### config.mk
export PLATFORM = sky130hd
export DESIGN_NAME = xif_offload_initiator_flat
export DESIGN_NICKNAME = d
export VERILOG_FILES = /design/src/rtl/fpu_ss_pkg.sv /design/src/rtl/xif_offload_initiator_pkg.sv /design/src/rtl/xif_offload_initiator_if.sv /design/src/rtl/xif_offload_initiator_chk.sv /design/src/rtl/xif_result_spill.sv /design/src/rtl/xif_offload_initiator.sv /design/src/flat_wrapper.sv
export SDC_FILE = /design/constraint.sdc
export NUM_CORES = 1
export LEC_CHECK = 0
export ABC_CLOCK_PERIOD_IN_PS = 4400
export CAP_MARGIN = 40
export CELL_PAD_IN_SITES_DETAIL_PLACEMENT = 1
export CELL_PAD_IN_SITES_GLOBAL_PLACEMENT = 1
export CORE_MARGIN = 2
export CORE_UTILIZATION = 35
export CTS_CLUSTER_SIZE = 14
export DETAILED_ROUTE_END_ITERATION = 16
export PLACE_DENSITY_LB_ADDON = 0.1
export SYNTH_ARGS = -nofsm -noshare
export SYNTH_HDL_FRONTEND = slang
export SYNTH_SLANG_ARGS = --single-unit
### constraint.sdc
create_clock -name clk_i -period 4.4 [get_ports clk_i]
set_clock_uncertainty 0.1 [all_clocks]
set_input_delay 0.66 -clock clk_i [delete_from_list [all_inputs] [get_ports clk_i]]
set_output_delay 0.66 -clock clk_i [all_outputs]
set_load 0.05 [all_outputs]
### src/rtl/fpu_ss_pkg.sv
// XIF payload types shared with the struct-side coprocessor (FPU subsystem).
// Only the issue, commit and result channels are described here.
package fpu_ss_pkg;

  localparam int unsigned X_NUM_RS    = 3;
  localparam int unsigned X_ID_WIDTH  = 4;
  localparam int unsigned X_RFR_WIDTH = 32;
  localparam int unsigned X_RFW_WIDTH = 32;

  typedef struct packed {
    logic [31:0]                          instr;
    logic [1:0]                           mode;
    logic [X_ID_WIDTH-1:0]                id;
    logic [X_NUM_RS-1:0][X_RFR_WIDTH-1:0] rs;
    logic [X_NUM_RS-1:0]                  rs_valid;
  } x_issue_req_t;

  typedef struct packed {
    logic accept;
    logic writeback;
    logic float;
    logic dualwrite;
    logic dualread;
    logic loadstore;
    logic exc;
  } x_issue_resp_t;

  typedef struct packed {
    logic [X_ID_WIDTH-1:0] id;
    logic                  commit_kill;
  } x_commit_t;

  typedef struct packed {
    logic [X_ID_WIDTH-1:0]  id;
    logic [X_RFW_WIDTH-1:0] data;
    logic [4:0]             rd;
    logic                   we;
    logic                   float;
    logic                   exc;
    logic [5:0]             exccode;
  } x_result_t;

endpackage

### src/rtl/xif_offload_initiator_pkg.sv
// Types and constants shared by the XIF offload initiator and its buffer.
package xif_offload_pkg;

  typedef enum logic [1:0] {
    IDLE   = 2'd0,
    ISSUE  = 2'd1,
    COMMIT = 2'd2
  } xif_init_state_e;

  // One buffered coprocessor result as returned to the requester.
  typedef struct packed {
    logic [fpu_ss_pkg::X_ID_WIDTH-1:0] id;
    logic [31:0]                       data;
    logic [4:0]                        rd;
    logic                              we;
  } xif_rsp_t;

  // Privilege mode carried with every issued instruction (machine mode).
  localparam logic [1:0] MODE_M = 2'b11;

endpackage

### src/rtl/xif_offload_initiator_if.sv
// Coprocessor-side XIF channels (issue, commit, result) of the initiator.
// The master modport is the core/initiator side, slave the coprocessor.
interface xif_offload_initiator_if;

  logic                      x_issue_valid;
  logic                      x_issue_ready;
  fpu_ss_pkg::x_issue_req_t  x_issue_req;
  fpu_ss_pkg::x_issue_resp_t x_issue_resp;

  logic                      x_commit_valid;
  fpu_ss_pkg::x_commit_t     x_commit;

  logic                      x_result_valid;
  logic                      x_result_ready;
  fpu_ss_pkg::x_result_t     x_result;

  modport master (
    output x_issue_valid,
    output x_issue_req,
    input  x_issue_ready,
    input  x_issue_resp,
    output x_commit_valid,
    output x_commit,
    input  x_result_valid,
    input  x_result,
    output x_result_ready
  );

  modport slave (
    input  x_issue_valid,
    input  x_issue_req,
    output x_issue_ready,
    output x_issue_resp,
    input  x_commit_valid,
    input  x_commit,
    output x_result_valid,
    output x_result,
    input  x_result_ready
  );

endinterface

### src/rtl/xif_offload_initiator_chk.sv
// Protocol checks for the offload initiator.
module xif_offload_initiator_chk #(
  parameter int unsigned REQ_W = 8
) (
  input logic             clk_i,
  input logic             rst_i,
  input logic             result_hs_i,
  input logic             cnt_zero_i,
  input logic             commit_valid_i,
  input logic             issue_valid_i,
  input logic             issue_ready_i,
  input logic [REQ_W-1:0] issue_req_i
);

  // A result must never arrive with nothing outstanding.
  a_result_when_idle: assert property (@(posedge clk_i) disable iff (rst_i)
    !(result_hs_i && cnt_zero_i));

  // Commit is a single-cycle pulse per issued instruction.
  a_commit_single: assert property (@(posedge clk_i) disable iff (rst_i)
    commit_valid_i |=> !commit_valid_i);

  // The issue payload is held until the coprocessor takes it.
  a_issue_stable: assert property (@(posedge clk_i) disable iff (rst_i)
    (!rst_i && issue_valid_i && !issue_ready_i) |=> (issue_valid_i && $stable(issue_req_i)));

endmodule

### src/rtl/xif_result_spill.sv
// Two-entry valid/ready spill register. Entry A is always the head; entry B
// only holds data while A is occupied. Ready is a pure function of the
// registered occupancy, so there is no combinational path from out_ready_i.
module xif_result_spill
  import xif_offload_pkg::*;
#(
  parameter type T = xif_rsp_t
) (
  input  logic clk_i,
  input  logic rst_i,
  input  logic in_valid_i,
  output logic in_ready_o,
  input  T     in_data_i,
  output logic out_valid_o,
  input  logic out_ready_i,
  output T     out_data_o
);

  logic a_vld_q, a_vld_d;
  logic b_vld_q, b_vld_d;
  T     a_q, a_d;
  T     b_q, b_d;
  logic push_s;
  logic pop_s;

  assign in_ready_o  = !(a_vld_q && b_vld_q);
  assign push_s      = in_valid_i && in_ready_o;
  assign pop_s       = a_vld_q && out_ready_i;
  assign out_valid_o = a_vld_q;
  assign out_data_o  = a_q;

  // Entry movement for push, pop or both in the same cycle.
  always_comb begin
    a_d     = a_q;
    b_d     = b_q;
    a_vld_d = a_vld_q;
    b_vld_d = b_vld_q;
    case ({push_s, pop_s})
      2'b10: begin
        if (!a_vld_q) begin
          a_d     = in_data_i;
          a_vld_d = 1'b1;
        end else begin
          b_d     = in_data_i;
          b_vld_d = 1'b1;
        end
      end
      2'b01: begin
        if (b_vld_q) begin
          a_d = b_q;
        end else begin
          a_d = a_q;
        end
        a_vld_d = b_vld_q;
        b_vld_d = 1'b0;
      end
      2'b11: begin
        if (b_vld_q) begin
          a_d = b_q;
          b_d = in_data_i;
        end else begin
          a_d = in_data_i;
        end
      end
      default: begin
        a_d = a_q;
      end
    endcase
  end

  // Buffer storage and occupancy flags.
  always_ff @(posedge clk_i) begin
    if (rst_i) begin
      a_q     <= '0;
      b_q     <= '0;
      a_vld_q <= 1'b0;
      b_vld_q <= 1'b0;
    end else begin
      a_q     <= a_d;
      b_q     <= b_d;
      a_vld_q <= a_vld_d;
      b_vld_q <= b_vld_d;
    end
  end

endmodule

### src/rtl/xif_offload_initiator.sv
// Core-side CORE-V-XIF initiator: takes offload requests, runs the issue
// handshake, commits or kills every issued ID, credits outstanding
// writeback instructions and returns results through a spill buffer.
module xif_offload_initiator
  import fpu_ss_pkg::*;
  import xif_offload_pkg::*;
#(
  parameter int unsigned ID_WIDTH        = 4,
  parameter int unsigned MAX_OUTSTANDING = 4,
  parameter int unsigned NUM_RS          = 3
) (
  input  logic                     clk_i,
  input  logic                     rst_i,
  input  logic                     req_valid_i,
  output logic                     req_ready_o,
  input  logic [31:0]              req_instr_i,
  input  logic [NUM_RS-1:0][31:0]  req_rs_i,
  xif_offload_initiator_if.master  xif,
  output logic                     rsp_valid_o,
  input  logic                     rsp_ready_i,
  output logic [ID_WIDTH-1:0]      rsp_id_o,
  output logic [31:0]              rsp_data_o,
  output logic [4:0]               rsp_rd_o,
  output logic                     rsp_we_o,
  output logic                     reject_o,
  output logic [ID_WIDTH-1:0]      reject_id_o,
  output logic                     busy_o
);

  localparam int unsigned CNT_W = $clog2(MAX_OUTSTANDING + 1);

  xif_init_state_e            state_q, state_d;
  logic [31:0]                instr_q, instr_d;
  logic [NUM_RS-1:0][31:0]    rs_q, rs_d;
  logic [ID_WIDTH-1:0]        id_q, id_d;
  logic [ID_WIDTH-1:0]        next_id_q, next_id_d;
  logic                       accept_q, accept_d;
  logic                       wb_q, wb_d;
  logic [CNT_W-1:0]           cnt_q, cnt_d;

  logic                       req_ready_s;
  logic                       issue_valid_s;
  logic                       commit_valid_s;
  logic                       cnt_inc_s;
  logic                       cnt_dec_s;
  logic                       result_hs_s;
  logic                       res_ready_s;
  logic [X_NUM_RS-1:0][31:0]  rs_map_s;
  x_issue_req_t               issue_req_s;
  x_commit_t                  commit_s;
  xif_rsp_t                   res_in_s;
  xif_rsp_t                   rsp_head_s;
  logic                       unused_s;

  // Coprocessor response fields that this initiator does not act on.
  assign unused_s = ^{xif.x_issue_resp, xif.x_result};

  // Operand slots beyond NUM_RS are driven as zero.
  for (genvar g = 0; g < X_NUM_RS; g++) begin : g_rs
    if (g < NUM_RS) begin : g_used
      assign rs_map_s[g] = rs_q[g];
    end else begin : g_zero
      assign rs_map_s[g] = 32'h0000_0000;
    end
  end

  // FSM state register.
  always_ff @(posedge clk_i) begin
    if (rst_i) begin
      state_q <= IDLE;
    end else begin
      state_q <= state_d;
    end
  end

  // Latched request, issued id, issue response and outstanding credit count.
  always_ff @(posedge clk_i) begin
    if (rst_i) begin
      instr_q   <= 32'h0000_0000;
      rs_q      <= '0;
      id_q      <= '0;
      next_id_q <= '0;
      accept_q  <= 1'b0;
      wb_q      <= 1'b0;
      cnt_q     <= '0;
    end else begin
      instr_q   <= instr_d;
      rs_q      <= rs_d;
      id_q      <= id_d;
      next_id_q <= next_id_d;
      accept_q  <= accept_d;
      wb_q      <= wb_d;
      cnt_q     <= cnt_d;
    end
  end

  // Next-state logic and handshake decode for IDLE -> ISSUE -> COMMIT.
  always_comb begin
    state_d        = state_q;
    instr_d        = instr_q;
    rs_d           = rs_q;
    id_d           = id_q;
    next_id_d      = next_id_q;
    accept_d       = accept_q;
    wb_d           = wb_q;
    req_ready_s    = 1'b0;
    issue_valid_s  = 1'b0;
    commit_valid_s = 1'b0;
    cnt_inc_s      = 1'b0;
    case (state_q)
      IDLE: begin
        req_ready_s = (cnt_q < CNT_W'(MAX_OUTSTANDING));
        if (req_valid_i && req_ready_s) begin
          instr_d = req_instr_i;
          rs_d    = req_rs_i;
          id_d    = next_id_q;
          state_d = ISSUE;
        end else begin
          state_d = IDLE;
        end
      end
      ISSUE: begin
        issue_valid_s = 1'b1;
        if (xif.x_issue_ready) begin
          accept_d  = xif.x_issue_resp.accept;
          wb_d      = xif.x_issue_resp.writeback;
          // IDs advance on every issue, rejected ones included.
          next_id_d = next_id_q + ID_WIDTH'(1);
          state_d   = COMMIT;
        end else begin
          state_d = ISSUE;
        end
      end
      COMMIT: begin
        commit_valid_s = 1'b1;
        cnt_inc_s      = accept_q && wb_q;
        state_d        = IDLE;
      end
      default: begin
        state_d = IDLE;
      end
    endcase
  end

  // Outstanding count: commit credits, result retires, saturating at zero.
  always_comb begin
    result_hs_s = xif.x_result_valid && res_ready_s;
    cnt_dec_s   = result_hs_s && (cnt_q != '0);
    case ({cnt_inc_s, cnt_dec_s})
      2'b10:   cnt_d = cnt_q + CNT_W'(1);
      2'b01:   cnt_d = cnt_q - CNT_W'(1);
      default: cnt_d = cnt_q;
    endcase
  end

  // Issue and commit payloads, forced to zero outside their own state.
  always_comb begin
    issue_req_s = '0;
    commit_s    = '0;
    if (state_q == ISSUE) begin
      issue_req_s.instr    = instr_q;
      issue_req_s.mode     = MODE_M;
      issue_req_s.id       = X_ID_WIDTH'(id_q);
      issue_req_s.rs       = rs_map_s;
      issue_req_s.rs_valid = {X_NUM_RS{1'b1}};
    end else begin
      issue_req_s = '0;
    end
    if (state_q == COMMIT) begin
      commit_s.id          = X_ID_WIDTH'(id_q);
      commit_s.commit_kill = !accept_q;
    end else begin
      commit_s = '0;
    end
  end

  assign req_ready_o        = req_ready_s;
  assign xif.x_issue_valid  = issue_valid_s;
  assign xif.x_issue_req    = issue_req_s;
  assign xif.x_commit_valid = commit_valid_s;
  assign xif.x_commit       = commit_s;
  assign xif.x_result_ready = res_ready_s;
  assign reject_o           = commit_valid_s && !accept_q;
  assign reject_id_o        = (commit_valid_s && !accept_q) ? id_q : '0;
  assign busy_o             = (state_q != IDLE) || (cnt_q != '0);

  assign res_in_s = '{id:   xif.x_result.id,
                      data: xif.x_result.data,
                      rd:   xif.x_result.rd,
                      we:   xif.x_result.we};

  xif_result_spill #(
    .T (xif_rsp_t)
  ) u_spill (
    .clk_i       (clk_i),
    .rst_i       (rst_i),
    .in_valid_i  (xif.x_result_valid),
    .in_ready_o  (res_ready_s),
    .in_data_i   (res_in_s),
    .out_valid_o (rsp_valid_o),
    .out_ready_i (rsp_ready_i),
    .out_data_o  (rsp_head_s)
  );

  assign rsp_id_o   = ID_WIDTH'(rsp_head_s.id);
  assign rsp_data_o = rsp_head_s.data;
  assign rsp_rd_o   = rsp_head_s.rd;
  assign rsp_we_o   = rsp_head_s.we;

  xif_offload_initiator_chk #(
    .REQ_W ($bits(x_issue_req_t))
  ) u_chk (
    .clk_i          (clk_i),
    .rst_i          (rst_i),
    .result_hs_i    (result_hs_s),
    .cnt_zero_i     (cnt_q == '0),
    .commit_valid_i (commit_valid_s),
    .issue_valid_i  (issue_valid_s),
    .issue_ready_i  (xif.x_issue_ready),
    .issue_req_i    (issue_req_s)
  );

endmodule

### src/flat_wrapper.sv
// flat-port wrapper written by rule: the top's interface ports become plain ports
module xif_offload_initiator_flat import fpu_ss_pkg::*; import xif_offload_pkg::*;
#(
  parameter int unsigned ID_WIDTH        = 4,
  parameter int unsigned MAX_OUTSTANDING = 4,
  parameter int unsigned NUM_RS          = 3
)
  (clk_i, rst_i, req_valid_i, req_ready_o, req_instr_i, req_rs_i, rsp_valid_o, rsp_ready_i, rsp_id_o, rsp_data_o, rsp_rd_o, rsp_we_o, reject_o, reject_id_o, busy_o, xif_x_issue_valid, xif_x_issue_req, xif_x_issue_ready, xif_x_issue_resp, xif_x_commit_valid, xif_x_commit, xif_x_result_valid, xif_x_result, xif_x_result_ready);
  xif_offload_initiator_if xif_i ();
  input  logic clk_i;
  input  logic rst_i;
  input  logic req_valid_i;
  output logic req_ready_o;
  input  logic [31:0] req_instr_i;
  input  logic [NUM_RS-1:0][31:0] req_rs_i;
  output logic rsp_valid_o;
  input  logic rsp_ready_i;
  output logic [ID_WIDTH-1:0] rsp_id_o;
  output logic [31:0] rsp_data_o;
  output logic [4:0] rsp_rd_o;
  output logic rsp_we_o;
  output logic reject_o;
  output logic [ID_WIDTH-1:0] reject_id_o;
  output logic busy_o;
  output wire logic [$bits(xif_i.x_issue_valid)-1:0] xif_x_issue_valid;
  output wire logic [$bits(xif_i.x_issue_req)-1:0] xif_x_issue_req;
  input wire logic [$bits(xif_i.x_issue_ready)-1:0] xif_x_issue_ready;
  input wire logic [$bits(xif_i.x_issue_resp)-1:0] xif_x_issue_resp;
  output wire logic [$bits(xif_i.x_commit_valid)-1:0] xif_x_commit_valid;
  output wire logic [$bits(xif_i.x_commit)-1:0] xif_x_commit;
  input wire logic [$bits(xif_i.x_result_valid)-1:0] xif_x_result_valid;
  input wire logic [$bits(xif_i.x_result)-1:0] xif_x_result;
  output wire logic [$bits(xif_i.x_result_ready)-1:0] xif_x_result_ready;
  assign xif_x_issue_valid = xif_i.x_issue_valid;
  assign xif_x_issue_req = xif_i.x_issue_req;
  assign xif_i.x_issue_ready = xif_x_issue_ready;
  assign xif_i.x_issue_resp = xif_x_issue_resp;
  assign xif_x_commit_valid = xif_i.x_commit_valid;
  assign xif_x_commit = xif_i.x_commit;
  assign xif_i.x_result_valid = xif_x_result_valid;
  assign xif_i.x_result = xif_x_result;
  assign xif_x_result_ready = xif_i.x_result_ready;
  xif_offload_initiator #(.ID_WIDTH(ID_WIDTH), .MAX_OUTSTANDING(MAX_OUTSTANDING), .NUM_RS(NUM_RS)) u_core (.clk_i(clk_i), .rst_i(rst_i), .req_valid_i(req_valid_i), .req_ready_o(req_ready_o), .req_instr_i(req_instr_i), .req_rs_i(req_rs_i), .xif(xif_i), .rsp_valid_o(rsp_valid_o), .rsp_ready_i(rsp_ready_i), .rsp_id_o(rsp_id_o), .rsp_data_o(rsp_data_o), .rsp_rd_o(rsp_rd_o), .rsp_we_o(rsp_we_o), .reject_o(reject_o), .reject_id_o(reject_id_o), .busy_o(busy_o));
endmodule
==> results of run 1 <==
-- routing by layer --
layer / up-vias / share of wire (%)
li1: 4962 / -
met1: 5111 / 39
met2: 276 / 51
met3: 49 / 7.7
met4: 2 / 1.7
met5: - / 0.034
-- flip-flops by register name (all words and copies together), names as in the netlist --
register                    count
u_core.wb_q                     1
u_core.instr_q                 32
u_core.rs_map_s                96
u_core.u_spill.out_data_o      42
u_core.next_id_q                4
u_core.u_spill.out_valid_o      1
u_core.accept_q                 1
u_core.u_spill.b_q             42
u_core.id_q                     4
u_core.cnt_q                    3
u_core.u_spill.b_vld_q          1
u_core.state_q                  2
-- logic make-up (layout without fill, tap and decap cells) --
kind of cell	Yosys count	after routing	synth area share [%]
AND/OR/NAND/NOR	529	529	26.2
AO/OA/AOI/OAI	354	354	22.5
flip-flops	229	229	43.7
buffers and inverters	147	450	6.37
adder cells (fa/ha/maj)	7	7	0.906
XOR/XNOR	4	4	0.334
multiplexers	1	1	0.0954
other	0	4	0
-- worst register-to-register path: stages, from the launching register on --
cell	delay [ps]
dfxtp_1	410
nand2_1	470
clkinv_1	230
ha_1	260
nand2b_1	100
and3_1	430
buf_4	470
a311oi_1	190
-- stage by stage --
stage / setup slack, ps / utilization [%] / power (mW) / hold slack [ps]
after floorplan: 842 / - / 3.28 / 332
after global placement: 1040 / 48.4 / 3.79 / 337
after detailed placement: 962 / 48.7 / 3.84 / 345
after CTS: 494 / 51.6 / 6.05 / 352
after global routing: 452 / 51.6 / 6.25 / 368
final: 507 / 51.6 / 5.98 / 350
-- layout by cell type, fill, tap and decap left out, types with 5 or more instances in the layout --
| master | n |
|---|---|
| a311oi_1 | 43 |
| buf_12 | 5 |
| a31oi_1 | 42 |
| buf_4 | 17 |
| nor2_1 | 8 |
| a21oi_2 | 70 |
| clkbuf_16 | 27 |
| dfxtp_1 | 229 |
| nand3_1 | 48 |
| nand4_1 | 42 |
| and2_1 | 140 |
| o21ai_0 | 44 |
| nand2_2 | 70 |
| a21oi_1 | 112 |
| inv_1 | 5 |
| clkinv_2 | 9 |
| clkbuf_8 | 5 |
| nand2_1 | 201 |
| o31ai_1 | 42 |
| clkdlybuf4s50_1 | 371 |
| ha_1 | 6 |
-- cell type report --
| type | count | area, µm² |
|---|---|---|
| multi-input combinational | 895 | 5270 |
| clock buffer | 35 | 746 |
| timing repair buffer | 397 | 4040 |
| sequential | 229 | 4580 |
| tap | 390 | 488 |
| antenna | 4 | 10.0 |
| clock inverter | 11 | 105 |
| fill | 3443 | 14300 |
| inverter | 7 | 26.3 |
-- power breakdown --
part | switching, mW | total (mW) | internal [mW] | leakage [nW]
sequential | 0.102 | 2.35 | 2.25 | 1.88
combinational | 0.906 | 1.43 | 0.526 | 3.08
clock | 0.895 | 2.19 | 1.30 | 0.430
-- path summary, 6_finish.rpt --
kind         slack (ps)  cells past startpoint                                    start                                          to
max reg2reg        1580                      7  u_core.u_spill.out_valid_o$_SDFFE_PP0P_  u_core.u_spill.out_data_o[23]$_SDFFE_PP0P_
max                 510                      5             u_core.state_q[1]$_SDFF_PP0_                              reject_id_o[0]
min reg2reg         350                      2         u_core.rs_map_s[70]$_SDFFE_PP0P_            u_core.rs_map_s[70]$_SDFFE_PP0P_
min                 350                      2         u_core.rs_map_s[70]$_SDFFE_PP0P_            u_core.rs_map_s[70]$_SDFFE_PP0P_
==> impl_results.md, run 1 <==
* Run status: finished, final reports clean
* Net count after synthesis at 1,469
* Type of the tightest min-delay check: register to register
* Most Crowded Layer GR: met2
* Pwr Density at 392 nW/µm²
* CP Capture Type: primary output
* Die ar. at 31,400 µm²
* Initial antenna violation count at 4
* FP Rows at 63
* Die width at 177 µm
* Met1 Usage GRT at 27.9%
* CP Launch Type: register
* Met3 GRT Util at 6.98%
* Minimum clock period at 3890 ps
* Synth Flop Type: dfxtp_1
* Routed Antenna Nets at 0
* DRT iter0 DRCs at 609
* Worst-Skew Late Latency at 530 ps
* Clock Pin Slew Worst Setup and Hold Paths at 60 ps
* DP Wirelength at 24,600 µm
* Drt pass-1 iters at 5
* Largest area contributor in the netlist: dfxtp_1
* Worst-Margin Slew at 738 ps
* Fin area at 15,300 µm²
* Critical Path Most Common Cell: nor2b_1
* Clk sinks at 229
* Post-cts hold buffer count at 0
* Number of synthesis warnings at 0
* Routed vias/inst at 5.28
* Crit path max-delay family: buffers and inverters
* Synthesized flop and latch total at 229
* Number of global-route vias before repair at 10,700
* Boundary pin count at 386
* Critical path arrival at 3130 ps
* Number of flops mapped to enable cells by yosys at 0
* Period utilization at 88.5%
* Top-count cell post-synth: dfxtp_1
* CP required at 3640 ps
* H-tree Lvls at 1
* Dpl cells at 1,918
* Die extent in y at 177 µm
* Max Slew Vio Count at 0
* Syn avg cell area at 8.26 µm²
* FFs w/ async S/R, synth at 0%
* RD Place Congestion at 0.746
* Fmax achieved at 257 MHz
* Total global routing overflow at 0
* Slew margin rel. at 50.7%
* Yosys top cell area share at 43.7%
* CTS Buffer Depth at 3
* Max-cap violations at 0
* Placement Cell Area at 14,400 µm²
* Clk root buf: clkbuf_16
* PostCTS Resize Cnt at 0
* Synth Instances at 1,271
* Part of the Yosys area used for sequential elements at 43.7%
* Post-Layout Cell Count at 1,968
* Buf/Inv on CP at 2
* CTS tree: yes
* Post-synth top cells: dfxtp_1 (229), nand2_1 (201), and2_1 (140)
* Core Region at 29,600 µm²
* Unrepaired setup endpoints after global routing: false
* Post-Route WL at 38,300 µm
* Fin Setup TNS at 0 ps
* Crit path kind: register to primary output
* Grt met2 use at 41.8%
* Routed len/inst at 19.5 µm
* Final Setup Violations at 0
* Crit-path slowest cell: clkdlybuf4s50_1
* Dominant cells by area after synthesis: dfxtp_1 (44%), and2_1 (8.3%), nand2_1 (7.2%), a21oi_2 (5.8%), a21oi_1 (5.3%)
* Port bufs at 372
* Starting density of the core at 35.5%
* Final Hold Fails at 0
* Global-route wire length before repair at 59,300 µm
* Largest net degree at the start of global routing at 101
* Layout area overhead at 45.4%
* Drt drc at 0
* Worst-path fanout max at 8
* Mapped cell area at 10,500 µm²
* Fraction of layout cells with a size suffix above 1 at 13.7%
* Total GRT Usage at 23.6%
* Nets at 1,755
* Worst vdd ir at 0.234 mV
* Pleak at 5.39 nW
* Number of buffers created by CTS at 27
* Post-CTS setup buffer count at 0
* Yosys cell types at 36
* Slowest Stage Delay on Critical Path at 850 ps
* Crit-path cells: nor2b_1 -> buf_4 -> nor2b_1 -> and2_1 -> clkdlybuf4s50_1
* Vias post-DR at 10,400
Power figures use the tool's default switching activity.
==> run 2: changes to the inputs <==
Settings changed: ABC_CLOCK_PERIOD_IN_PS 4400 to 4770, CTS_CLUSTER_SIZE 14 to not set.
Clock period 4.4 ns to 4.77 ns, I/O delays scaled along.
==> run 2 against run 1 <==
Net effect:
- global-route usage fell by 0.13 points
- largest power group unchanged
- die area unchanged
- flip-flop and latch count did not move
- non-clock buffer count unchanged
- setup slack better by 310 ps
- register-to-register slack improved by 250 ps
- worst hold slack worse by 1.2 ps
- sequential share of layout area about the same
- largest cell class unchanged
- via count is essentially flat
- clock power shrank 7%
- first-iteration DRC count increased by 1.1%
- final cell count about the same
- critical endpoint is now xif_x_issue_req[58]
==> impl_results.md, run 2 (synthesized netlist as in run 1, its figures left out) <==
* Fraction of layout cells with a size suffix above 1 at 13.4%
* Boundary pin count at 386
* Fin Setup TNS at 0 ps
* Worst-Margin Slew at 848 ps
* Clk sinks at 229
* CP Launch Type: register
* Hold-critical path depth at 2
* Fmax achieved at 253 MHz
* Dpl cells at 1,918
* PostCTS Resize Cnt at 0
* Post-cts hold buffer count at 0
* Worst-path fanout max at 40
* Max Slew Vio Count at 0
* Final Hold Fails at 0
* Crit path max-delay family: buffers and inverters
* Sw frac at 31.4%
* P_int at 3.79 mW
* Worst-Skew Late Latency at 530 ps
* Fin area at 15,300 µm²
* Routed Antenna Nets at 0
* CP required at 3950 ps
* Max reg flops at 96
* CP Capture Type: primary output
* Slew margin rel. at 43.3%
* Comb power frac at 23.8%
* Clock Pin Slew Worst Setup and Hold Paths at 60 ps
* Total GRT Usage at 23.5%
* DP Wirelength at 24,500 µm
* FP Rows at 63
* Number of global-route vias before repair at 10,700
* Pre-CTS WS at 1180 ps
* DRT iter0 DRCs at 616
* Post-Layout Cell Count at 1,969
* Port bufs at 372
* Final setup margin at 815 ps
* H-tree Lvls at 1
* Fin Hold WS at 349 ps
* RD Place Congestion at 0.729
* Critical path arrival at 3140 ps
* P_sw at 1.74 mW
* Die extent in y at 177 µm
* Layout area overhead at 45.6%
* Pwr Density at 362 nW/µm²
* Type of the tightest min-delay check: register to register
* Crit-path cells: nor2b_4 -> buf_4 -> and2_1 -> clkdlybuf4s50_1
* Pleak at 5.39 nW
* Most frequent cells in the layout: clkdlybuf4s50_1 (371), dfxtp_1 (229), nand2_1 (201)
* Drt drc at 0
* Vias post-DR at 10,400
* Sequential Power Share at 39.2%
* Worst vdd ir at 0.234 mV
* CTS Buffer Depth at 3
* Slowest Stage Delay on Critical Path at 840 ps
* Run status: finished, final reports clean
* Period utilization at 82.9%
* Starting density of the core at 35.5%
* Crit path kind: register to primary output
* Post-CTS setup buffer count at 0
* Largest net degree at the start of global routing at 91
* Routed len/inst at 19.3 µm
* Core Region at 29,600 µm²
* Max-cap violations at 0
* Clk root buf: clkbuf_16
* Routed vias/inst at 5.28
* Crit. path cell count at 4
* Drt pass-1 iters at 5
* Clock power frac at 36.9%
* Nets at 1,755
* Initial antenna violation count at 6
* Final Setup Violations at 0
* R2R depth at 8
* Crit-path slowest cell: clkdlybuf4s50_1
* Die width at 177 µm
* Unrepaired setup endpoints after global routing: false
* Placement Cell Area at 14,400 µm²
* Minimum clock period at 3960 ps
* Post-Route WL at 38,000 µm
* Total global routing overflow at 0
* Global-route wire length before repair at 59,100 µm
* Most common cell after layout, fill and taps aside: clkdlybuf4s50_1
* Die ar. at 31,400 µm²
* Number of buffers created by CTS at 27
* CTS tree: yes
* Buf/Inv on CP at 2
-- run 2: final timing paths --
kind | startpoint | endpoint | slack [ps]
worst max register to register | u_core.u_spill.out_valid_o$_SDFFE_PP0P_ | u_core.u_spill.out_data_o[10]$_SDFFE_PP0P_ | 1830
worst min-delay path | u_core.rs_map_s[71]$_SDFFE_PP0P_ | u_core.rs_map_s[71]$_SDFFE_PP0P_ | 350
worst max-delay path | u_core.state_q[0]$_SDFF_PP0_ | xif_x_issue_req[58] | 810
worst min register to register | u_core.rs_map_s[71]$_SDFFE_PP0P_ | u_core.rs_map_s[71]$_SDFFE_PP0P_ | 350
-- run 2: per-layer routing --
layer | track usage, % | up-vias | wire, µm
met1 | 28.1 | 5090 | 15500
li1 | - | 4959 | -
met3 | 6.59 | 54 | 2760
met5 | 0 | - | 27
met4 | 6.89 | 4 | 934
met2 | 40.8 | 294 | 18900
-- run 2: power groups by stage --
stage / Clock (mW) / Combinational [mW] / Sequential [mW]
4_1_cts: 2.10 / 1.33 / 2.17
3_3_place_gp: 0 / 1.29 / 2.20
3_5_place_dp: 0 / 1.32 / 2.21
2_1_floorplan: 0 / 0.662 / 2.37
5_1_grt: 2.19 / 1.41 / 2.19
6_report: 2.04 / 1.32 / 2.17
-- run 2: final cells by class --
| type | count | area [µm²] |
|---|---|---|
| well taps | 390 | 488 |
| repair buffers | 397 | 4040 |
| clock inverters | 2 | 35.0 |
| fillers | 3415 | 14300 |
| multi-input cells | 895 | 5270 |
| diodes | 3 | 7.51 |
| clock buffers | 46 | 837 |
| flip-flops and latches | 229 | 4580 |
| inverters | 7 | 26.3 |
-- run 2: per-stage QoR --
stage / power (mW) / utilization [%]
6_report: 5.53 / 51.7
5_1_grt: 5.79 / 51.7
4_1_cts: 5.60 / 51.7
3_5_place_dp: 3.53 / 48.7
3_3_place_gp: 3.49 / 48.4
2_1_floorplan: 3.03 / -
-- run 2: worst min-delay path, stage by stage (launching register included) --
cell     delay [ps]
dfxtp_1         300
nand2_1          50
a21oi_1          50
==> run 3: changes to the inputs <==
Settings changed: ABC_CLOCK_PERIOD_IN_PS 4770 to 3500, CORE_UTILIZATION 35 to 29.
Clock period 4.77 ns to 3.5 ns, I/O delays scaled along.
==> run 3 against run 2 <==
Net effect:
- wire length increased by 4.3%
- final cell count increased by 4.1%
- setup slack got worse by 660 ps
- register-to-register slack got worse by 810 ps
- combinational power increased by 37%
- highest routed layer unchanged
- non-clock buffer count increased by 3
- cell area increased by 2.3%
- via count decreased by 1.1%
- utilization decreased by 7.7 points
- count of clock-buffer cells in the layout increased by 3
- die area increased by 20%
- clock power increased by 48%
==> impl_results.md, run 3 (synthesized netlist as in run 1, its figures left out) <==
* Run status: finished, final reports clean
* Total global routing overflow at 0
* Routed vias/inst at 5.02
* Layout area overhead at 49.0%
* Clk sinks at 229
* Final Hold Fails at 0
* FILL cells at 4,169
* Post-CTS setup buffer count at 0
* Slew margin rel. at 50.0%
* Final Setup Violations at 0
* DP Wirelength at 25,000 µm
* Crit-path slowest cell: clkdlybuf4s50_1
* Pleak at 6.46 nW
* Number of global-route vias before repair at 10,700
* Routed Antenna Nets at 0
* Crit-path cells: nor2b_4 -> buf_8 -> and2_1 -> clkdlybuf4s50_1
* Starting density of the core at 29.5%
* Global-route wire length before repair at 61,100 µm
* Vias post-DR at 10,300
* Max-cap violations at 0
* Worst-path fanout max at 70
* Type of the tightest min-delay check: register to register
* Period utilization at 95.7%
* Critical path arrival at 2720 ps
* Clock Pin Slew Worst Setup and Hold Paths at 50 ps
* Routed len/inst at 19.4 µm
* Most frequent cells in the layout: clkdlybuf4s50_1 (314), dfxtp_1 (229), nand2_1 (201)
* Placement Cell Area at 14,500 µm²
* Crit path max-delay family: buffers and inverters
* CP required at 2870 ps
* Setup slack, reg-to-reg at 1020 ps
* CP Launch Type: register
* Slowest Stage Delay on Critical Path at 800 ps
* Crit path kind: register to primary output
* Max reg flops at 96
* Die width at 194 µm
* DRT iter0 DRCs at 315
* Die extent in y at 194 µm
* Core Region at 35,600 µm²
* Most common cell after layout, fill and taps aside: clkdlybuf4s50_1
* Unrepaired setup endpoints after global routing: false
* Total GRT Usage at 19.9%
* Buf/Inv on CP at 2
* Port bufs at 372
* Boundary pin count at 386
* Worst vdd ir at 0.326 mV
* Die ar. at 37,700 µm²
* Number of buffers created by CTS at 29
* Max Slew Vio Count at 0
* Post-cts hold buffer count at 0
* Fin Setup TNS at 0 ps
* Fmax achieved at 299 MHz
* H-tree Lvls at 1
* RD Place Congestion at 0.741
* CP Capture Type: primary output
* CTS Buffer Depth at 3
* Fraction of layout cells with a size suffix above 1 at 14.0%
* Initial antenna violation count at 9
* Post-Route WL at 39,700 µm
* Drt drc at 0
* Pwr Density at 497 nW/µm²
* Largest net degree at the start of global routing at 142
* Clk root buf: clkbuf_16
* CTS tree: yes
* Minimum clock period at 3350 ps
* Drt pass-1 iters at 5
* Nets at 1,760
* FP Rows at 69
* Worst-Skew Late Latency at 540 ps
* Worst-Margin Slew at 750 ps
* Fin area at 15,600 µm²
-- run 3: changes by cell type in the layout (fill, tap and decap cells not counted), moves of 2 or more --
cell	previous run	this run
clkdlybuf4s50_1	371	314
buf_8	0	2
buf_16	3	1
dlymetal6s2s_1	0	55
clkbuf_1	10	8
buf_12	5	7
clkbuf_8	10	12
dlygate4sd2_1	0	2
clkbuf_16	27	30
diode_2	3	5
-- run 3: worst min-delay path: stages, from the launching register on --
cell and delay (ps):
dfxtp_1 300, nand2_1 50, a21oi_1 50
-- run 3: path summary, 6_finish.rpt --
path         cells past startpoint                                          to                               startpoint
max                              4                         xif_x_issue_req[13]             u_core.state_q[0]$_SDFF_PP0_
min                              2            u_core.rs_map_s[64]$_SDFFE_PP0P_         u_core.rs_map_s[64]$_SDFFE_PP0P_
max reg2reg                      7  u_core.u_spill.out_data_o[38]$_SDFFE_PP0P_  u_core.u_spill.out_valid_o$_SDFFE_PP0P_
min reg2reg                      2            u_core.rs_map_s[64]$_SDFFE_PP0P_         u_core.rs_map_s[64]$_SDFFE_PP0P_
-- run 3: report_power, final --
| part | internal [mW] | switching [mW] | total [mW] | leakage (nW) |
|---|---|---|---|---|
| clock | 1.84 | 1.17 | 3.01 | 0.471 |
| combinational | 0.665 | 1.15 | 1.81 | 4.11 |
| sequential | 2.83 | 0.124 | 2.96 | 1.88 |
| total | 5.34 | 2.44 | 7.78 | 6.46 |
-- run 3: layer usage --
layer | vias to the layer above | track usage [%] | share of wire, %
met5 | - | 0 | 0.10
met4 | 6 | 5.33 | 2.2
met3 | 58 | 6.91 | 8.2
met2 | 268 | 34.3 | 49
met1 | 4983 | 23.6 | 41
li1 | 4974 | - | -
-- run 3: cell type report --
type / instances / area [µm²] / area share [%]
timing repair buffer: 400 / 4210 / 26.9
clock buffer: 49 / 921 / 5.89
clock inverter: 3 / 42.5 / 0.272
sequential: 229 / 4580 / 29.3
multi-input combinational: 895 / 5270 / 33.7
inverter: 7 / 26.3 / 0.168
antenna: 5 / 12.5 / 0.0800
tap: 461 / 577 / 3.69
-- run 3: what timing repair did --
action,CTS,global route
gates cloned,0,1
endpoints found under the setup margin,2,134
resized for setup,2,60
-- run 3: through the flow --
step	hold WS, ps	total power [mW]	setup WS, ps	utilization, %	std cells
after floorplan	332	4.13	77.2	-	1271
after global placement	337	4.80	473	40.7	1990
after detailed placement	343	4.84	478	40.8	1991
after CTS	351	7.89	2.08	43.5	2043
after global routing	372	8.14	12.5	44.0	2048
final	348	7.78	151	44.0	2049
